===== config.mk =====
export PLATFORM = sky130hd
export DESIGN_NAME = seven_seg_display
export DESIGN_NICKNAME = d
export VERILOG_FILES = /design/src/rtl/seven_seg_display.sv
export SDC_FILE = /design/constraint.sdc
export NUM_CORES = 1
export LEC_CHECK = 0
export ABC_AREA = 1
export CAP_MARGIN = 10
export CORE_MARGIN = 5
export CORE_UTILIZATION = 45
export CTS_CLUSTER_SIZE = 20
export DETAILED_ROUTE_END_ITERATION = 10
export PLACE_DENSITY = 0.72
export SLEW_MARGIN = 25
export SYNTH_ARGS = -nofsm -noshare
export SYNTH_HDL_FRONTEND = slang
export SYNTH_SLANG_ARGS = --single-unit

===== constraint.sdc =====
create_clock -name clk -period 1.9 [get_ports clk]
set_input_delay 0.57 -clock clk [delete_from_list [all_inputs] [get_ports clk]]
set_output_delay 0.57 -clock clk [all_outputs]
set_load 0.02 [all_outputs]

===== src/rtl/seven_seg_display.sv =====
// ---------------------------------------------------------------------------
// seven_seg_display
//
// Purpose:
//   Drives a 4-digit, common-anode, multiplexed seven-segment display from a
//   16-bit packed BCD reading. The reading comes from the frequency-counter
//   datapath. A free-running refresh counter scans the digits, and its top
//   two bits select the digit. The segment and anode pins are active-low and
//   registered, so the pins lag the counter and BCDfreq by one clock.
//
// Parameters:
//   REFRESH_BITS : width of the refresh counter. It must be 3 or greater.
//                  Each digit stays lit for 2^(REFRESH_BITS-2) clocks, and a
//                  full scan takes 2^REFRESH_BITS clocks.
//
// Ports:
//   clk            rising-edge system clock
//   reset          asynchronous active-low reset (0 = in reset)
//   BCDfreq[15:0]  packed BCD value: [3:0] ones, [7:4] tens,
//                  [11:8] hundreds, [15:12] thousands. It is sampled live.
//   a..g           segment drives, active-low
//   dp             decimal point, active-low (always off)
//   enable[3:0]    digit anodes, active-low; enable[0] is the ones digit
//
// Optional feature (compile-time macro SEVSEG_LEADING_ZERO_BLANK_EN):
//   When the macro is defined, leading zeros on digits 3..1 are blanked.
//   A blanked digit keeps its anode slot but drives all segments off.
//   Digit 0 is never blanked.
// ---------------------------------------------------------------------------
module seven_seg_display #(
  parameter int REFRESH_BITS = 18
) (
  input  logic        clk,
  input  logic        reset,
  input  logic [15:0] BCDfreq,
  output logic        a,
  output logic        b,
  output logic        c,
  output logic        d,
  output logic        e,
  output logic        f,
  output logic        g,
  output logic        dp,
  output logic [3:0]  enable
);

  localparam logic [6:0] SEG_BLANK = 7'b1111111;
  localparam logic [6:0] SEG_DASH  = 7'b1111110;

  // Segment pattern for one nibble, packed as {a,b,c,d,e,f,g} and active-low.
  // A nibble outside 0-9 has no BCD meaning, so it shows a dash.
  function automatic logic [6:0] decode_seg(input logic [3:0] nib);
    logic [6:0] seg;
    case (nib)
      4'd0:    seg = 7'b0000001;
      4'd1:    seg = 7'b1001111;
      4'd2:    seg = 7'b0010010;
      4'd3:    seg = 7'b0000110;
      4'd4:    seg = 7'b1001100;
      4'd5:    seg = 7'b0100100;
      4'd6:    seg = 7'b0100000;
      4'd7:    seg = 7'b0001111;
      4'd8:    seg = 7'b0000000;
      4'd9:    seg = 7'b0000100;
      default: seg = SEG_DASH;
    endcase
    return seg;
  endfunction

  // Free-running scan counter.
  logic [REFRESH_BITS-1:0] refresh_cnt;
  logic [1:0]              sel;

  // Decode of the current counter value and BCDfreq, ready for the pin registers.
  logic [3:0] digit_nib;
  logic [3:0] enable_d;
  logic [6:0] seg_d;
  logic       blank_d;

  // Pin registers.
  logic [6:0] seg_q;
  logic [3:0] enable_q;
  logic       dp_q;

  assign sel = refresh_cnt[REFRESH_BITS-1:REFRESH_BITS-2];

  always_ff @(posedge clk or negedge reset) begin
    if (!reset) begin
      refresh_cnt <= '0;
    end else begin
      refresh_cnt <= refresh_cnt + 1'b1;
    end
  end

  // Pick the digit nibble and its anode. Exactly one anode is driven low.
  always_comb begin
    digit_nib = BCDfreq[3:0];
    enable_d  = 4'b1110;
    case (sel)
      2'd0: begin
        digit_nib = BCDfreq[3:0];
        enable_d  = 4'b1110;
      end
      2'd1: begin
        digit_nib = BCDfreq[7:4];
        enable_d  = 4'b1101;
      end
      2'd2: begin
        digit_nib = BCDfreq[11:8];
        enable_d  = 4'b1011;
      end
      default: begin
        digit_nib = BCDfreq[15:12];
        enable_d  = 4'b0111;
      end
    endcase
  end

`ifdef SEVSEG_LEADING_ZERO_BLANK_EN
  // A digit is a leading zero when it and every digit above it is zero.
  // Digit 0 is exempt, so a reading of 0 still shows a single "0".
  always_comb begin
    blank_d = 1'b0;
    case (sel)
      2'd1:    blank_d = (BCDfreq[15:4] == 12'h000);
      2'd2:    blank_d = (BCDfreq[15:8] == 8'h00);
      2'd3:    blank_d = (BCDfreq[15:12] == 4'h0);
      default: blank_d = 1'b0;
    endcase
  end
`else
  // With blanking disabled, every digit is shown, including leading zeros.
  always_comb begin
    blank_d = 1'b0;
  end
`endif

  always_comb begin
    seg_d = decode_seg(digit_nib);
    if (blank_d) begin
      seg_d = SEG_BLANK;
    end
  end

  // The pins load the decode of the pre-increment counter. The first edge
  // after reset is released therefore shows digit 0.
  always_ff @(posedge clk or negedge reset) begin
    if (!reset) begin
      seg_q    <= SEG_BLANK;
      enable_q <= 4'b1111;
      dp_q     <= 1'b1;
    end else begin
      seg_q    <= seg_d;
      enable_q <= enable_d;
      dp_q     <= 1'b1;
    end
  end

  assign {a, b, c, d, e, f, g} = seg_q;
  assign enable                = enable_q;
  assign dp                    = dp_q;

endmodule


==> flow_metrics.env <==
export IMPL_crit_path_cell_trace="dlygate4sd2_1"
export IMPL_floorplan_die_height_um=68.3
export IMPL_numCtsBuffers=5
export IMPL_start_kind="flop"
export IMPL_gp_congestion=0.840
export IMPL_setup_repair_after_global_routing_missed_its_margin="false"
export IMPL_layout_common_cells="nand2_1, nand3_1, clkdlybuf4s50_1"
export IMPL_grtUsageMet3_pct=3.28
export IMPL_cts_max_path_buffers=2
export IMPL_arrival_ns=1.20
export IMPL_track_usage_pct=14.8
export IMPL_synth_lib_cells_used_distinct=25
export IMPL_grt_busiest_layer="met2"
export IMPL_drt_drc_violations_left=0
export IMPL_cap_viol_max_count=0
export IMPL_fin_total_pwr_mw=1.30
export IMPL_timing_final_setup_violations=0
export IMPL_hold_path_startpoint="refresh_cnt[15]"
export IMPL_critical_path_peak_fanout=1
export IMPL_grt_antenna_before_repair=0
export IMPL_clk_insertion_delay_late_ns=0.33
export IMPL_detail_route_antenna_nets=0
export IMPL_vias=1165
export IMPL_initial_core_utilization_pct=46.2
export IMPL_maximum_number_of_pins_on_one_net_before_global_route_repair=30
export IMPL_global_route_wire_length_before_repair_um=5030
export IMPL_wirelength_um=2830
export IMPL_outcome="complete, no violations"
export IMPL_core_area_um2=3310
export IMPL_placement_rows=21
export IMPL_diodes=0
export IMPL_fin_worst_hold_slack_ns=0.473
export IMPL_capture_point_of_the_worst_reg_to_reg_path="seg_q[3]"
export IMPL_die_width_um=68.3
export IMPL_power_static_leakage_nw=0.914
export IMPL_via_count_of_the_first_global_routing_pass=1150
export IMPL_count_of_synthesis_stage_warnings_from_yosys=0
export IMPL_layout_drive_gt1_share_pct=22.8
export IMPL_io_pins=30
export IMPL_criticalPathCategory="flop to output port"
export IMPL_critical_path_rt_ns=1.33
export IMPL_pwr_density_cell_nw_per_um2=669
export IMPL_cts_tree="done"
export IMPL_min_path_type="flop to flop"
export IMPL_finish_utilization_pct=58.8
export IMPL_mappedNetlistNets=188
export IMPL_clock_sink_count=29
export IMPL_hold_depth=1
export IMPL_whs_endpoint="refresh_cnt[15]"
export IMPL_drt_vias_per_instance=4.70
export IMPL_critical_path_max_stage_delay_ns=0.53
export IMPL_finClkSkew_ns=0.0147
export IMPL_post_cts_setup_driven_buffer_insertion_count=0
export IMPL_slowest_stage="dfstp_2"
export IMPL_globalRoute_totalOverflow=0
export IMPL_port_buffer_count=28
export IMPL_cts_htree_levels=2
export IMPL_achievable_frequency_mhz=566
export IMPL_cts_hold_repair_buffers=0
export IMPL_worst_setup_hold_path_clk_slew_ns=0.09
export IMPL_worst_r2r_path_depth=10
export IMPL_final_max_slew_viol_count=0
export IMPL_ff_to_ff_setup_slack_ns=0.27
export IMPL_cts_resized=11
export IMPL_area_delta_synth_final_pct=27.4
export IMPL_drtIter0Drc=47
export IMPL_rr_startpoint="refresh_cnt[17]"
export IMPL_first_pass_iters=4
export IMPL_syn_area_per_cell_um2=9.32
export IMPL_finalHoldViolCount=0
export IMPL_worst_vdd_rail_ir_drop_v=0.000352
export IMPL_cells_after_synth=164
export IMPL_dpl_hpwl_um=2300
export IMPL_routed_wire_length_per_instance_um=11.4
export IMPL_global_route_usage_met2_pct=24.5
export IMPL_synth_seq_cells=29
export IMPL_final_nets=225
export IMPL_cp_buffers_inverters=1
export IMPL_synth_sequential_area_ratio_pct=48.4
export IMPL_worst_setup_path_end_kind="output port"
export IMPL_layout_cells_most_common="nand2_1"
export IMPL_die_footprint_um2=4660
export IMPL_synth_cell_area_um2=1530
export IMPL_use_met1_pct=17.4
export IMPL_final_period_utilization_pct=93.0
export IMPL_clock_tree_root_driver_cell="clkbuf_4"
export IMPL_filler_cell_count=313
export IMPL_layout_min_cycle_time_ns=1.77
export IMPL_total_negative_slack_ns=0
export IMPL_timing_critical_path_max_delay_family="flip-flops"
-- how the worst max path moves through the flow --
stage / from / slack (ns) / end / depth (start not counted)
after floorplan: BCDfreq[9] / 0.33 / seg_q[3] / 9
after global placement: BCDfreq[12] / -0.12 / seg_q[1] / 9
after detailed placement: BCDfreq[8] / -0.15 / seg_q[1] / 10
after CTS: seg_q[4] / 0.10 / c / 1
after global routing: BCDfreq[8] / 0.02 / seg_q[1] / 10
final: seg_q[4] / 0.13 / c / 1
-- sequential cells by signal, indices dropped and copies added, names as in the netlist --
signal / count
enable: 4
seg_q: 7
refresh_cnt: 18
-- through the flow --
step	std cells	area (µm²)	setup WS, ns
floorplan	164	1530	0.328
global placement	240	1870	-0.118
detailed placement	240	1870	-0.149
CTS	248	1950	0.101
global route	248	1950	0.0250
finish	248	1950	0.134
-- logic make-up (layout without fill, tap and decap cells) --
family	Yosys count	after routing	synth area share [%]
AOI/OAI and AO/OA	6	6	2.95
adders and majority gates	6	6	4.91
DFF	29	29	48.4
other	1	1	0.245
xor gates and xnor gates	15	15	8.59
buffers and inverters	18	56	5.65
and+or+nand+nor	89	89	29.3
-- Yosys cell counts (all sizes together) --
library cell,number,area (µm²)
xor2,10,87.6
conb,1,3.75
o21ai,6,45.1
nor2,19,83.8
nand3,25,145
xnor2,5,43.8
nor3,2,10.0
buf,3,30.0
nand2,41,194
or2,2,15.0
dfstp,11,289
inv,15,56.3
ha,6,75.1
dfrtp,18,450
-- power breakdown --
group	total (mW)	switching [mW]	internal (mW)
combinational	0.140	0.0739	0.0659
sequential	0.642	0.00312	0.639
clock	0.522	0.208	0.314
-- routing by layer --
layer | vias to the layer above | wire length [µm]
met2 | 31 | 1390
met3 | 6 | 129
li1 | 592 | -
met5 | - | 0
met1 | 536 | 1230
met4 | 0 | 79
-- cell type report --
cell class              count  area [µm²]  share of cell area, %
inverters                  15        56.3                   2.89
multi-input cells         117         703                   36.1
flip-flops and latches     29         742                   38.1
well taps                  46        57.6                   2.95
clock buffers               7        55.1                   2.83
repair buffers             33         304                   15.6
clock inverters             1        30.0                   1.54
Power figures use the tool's default switching activity.
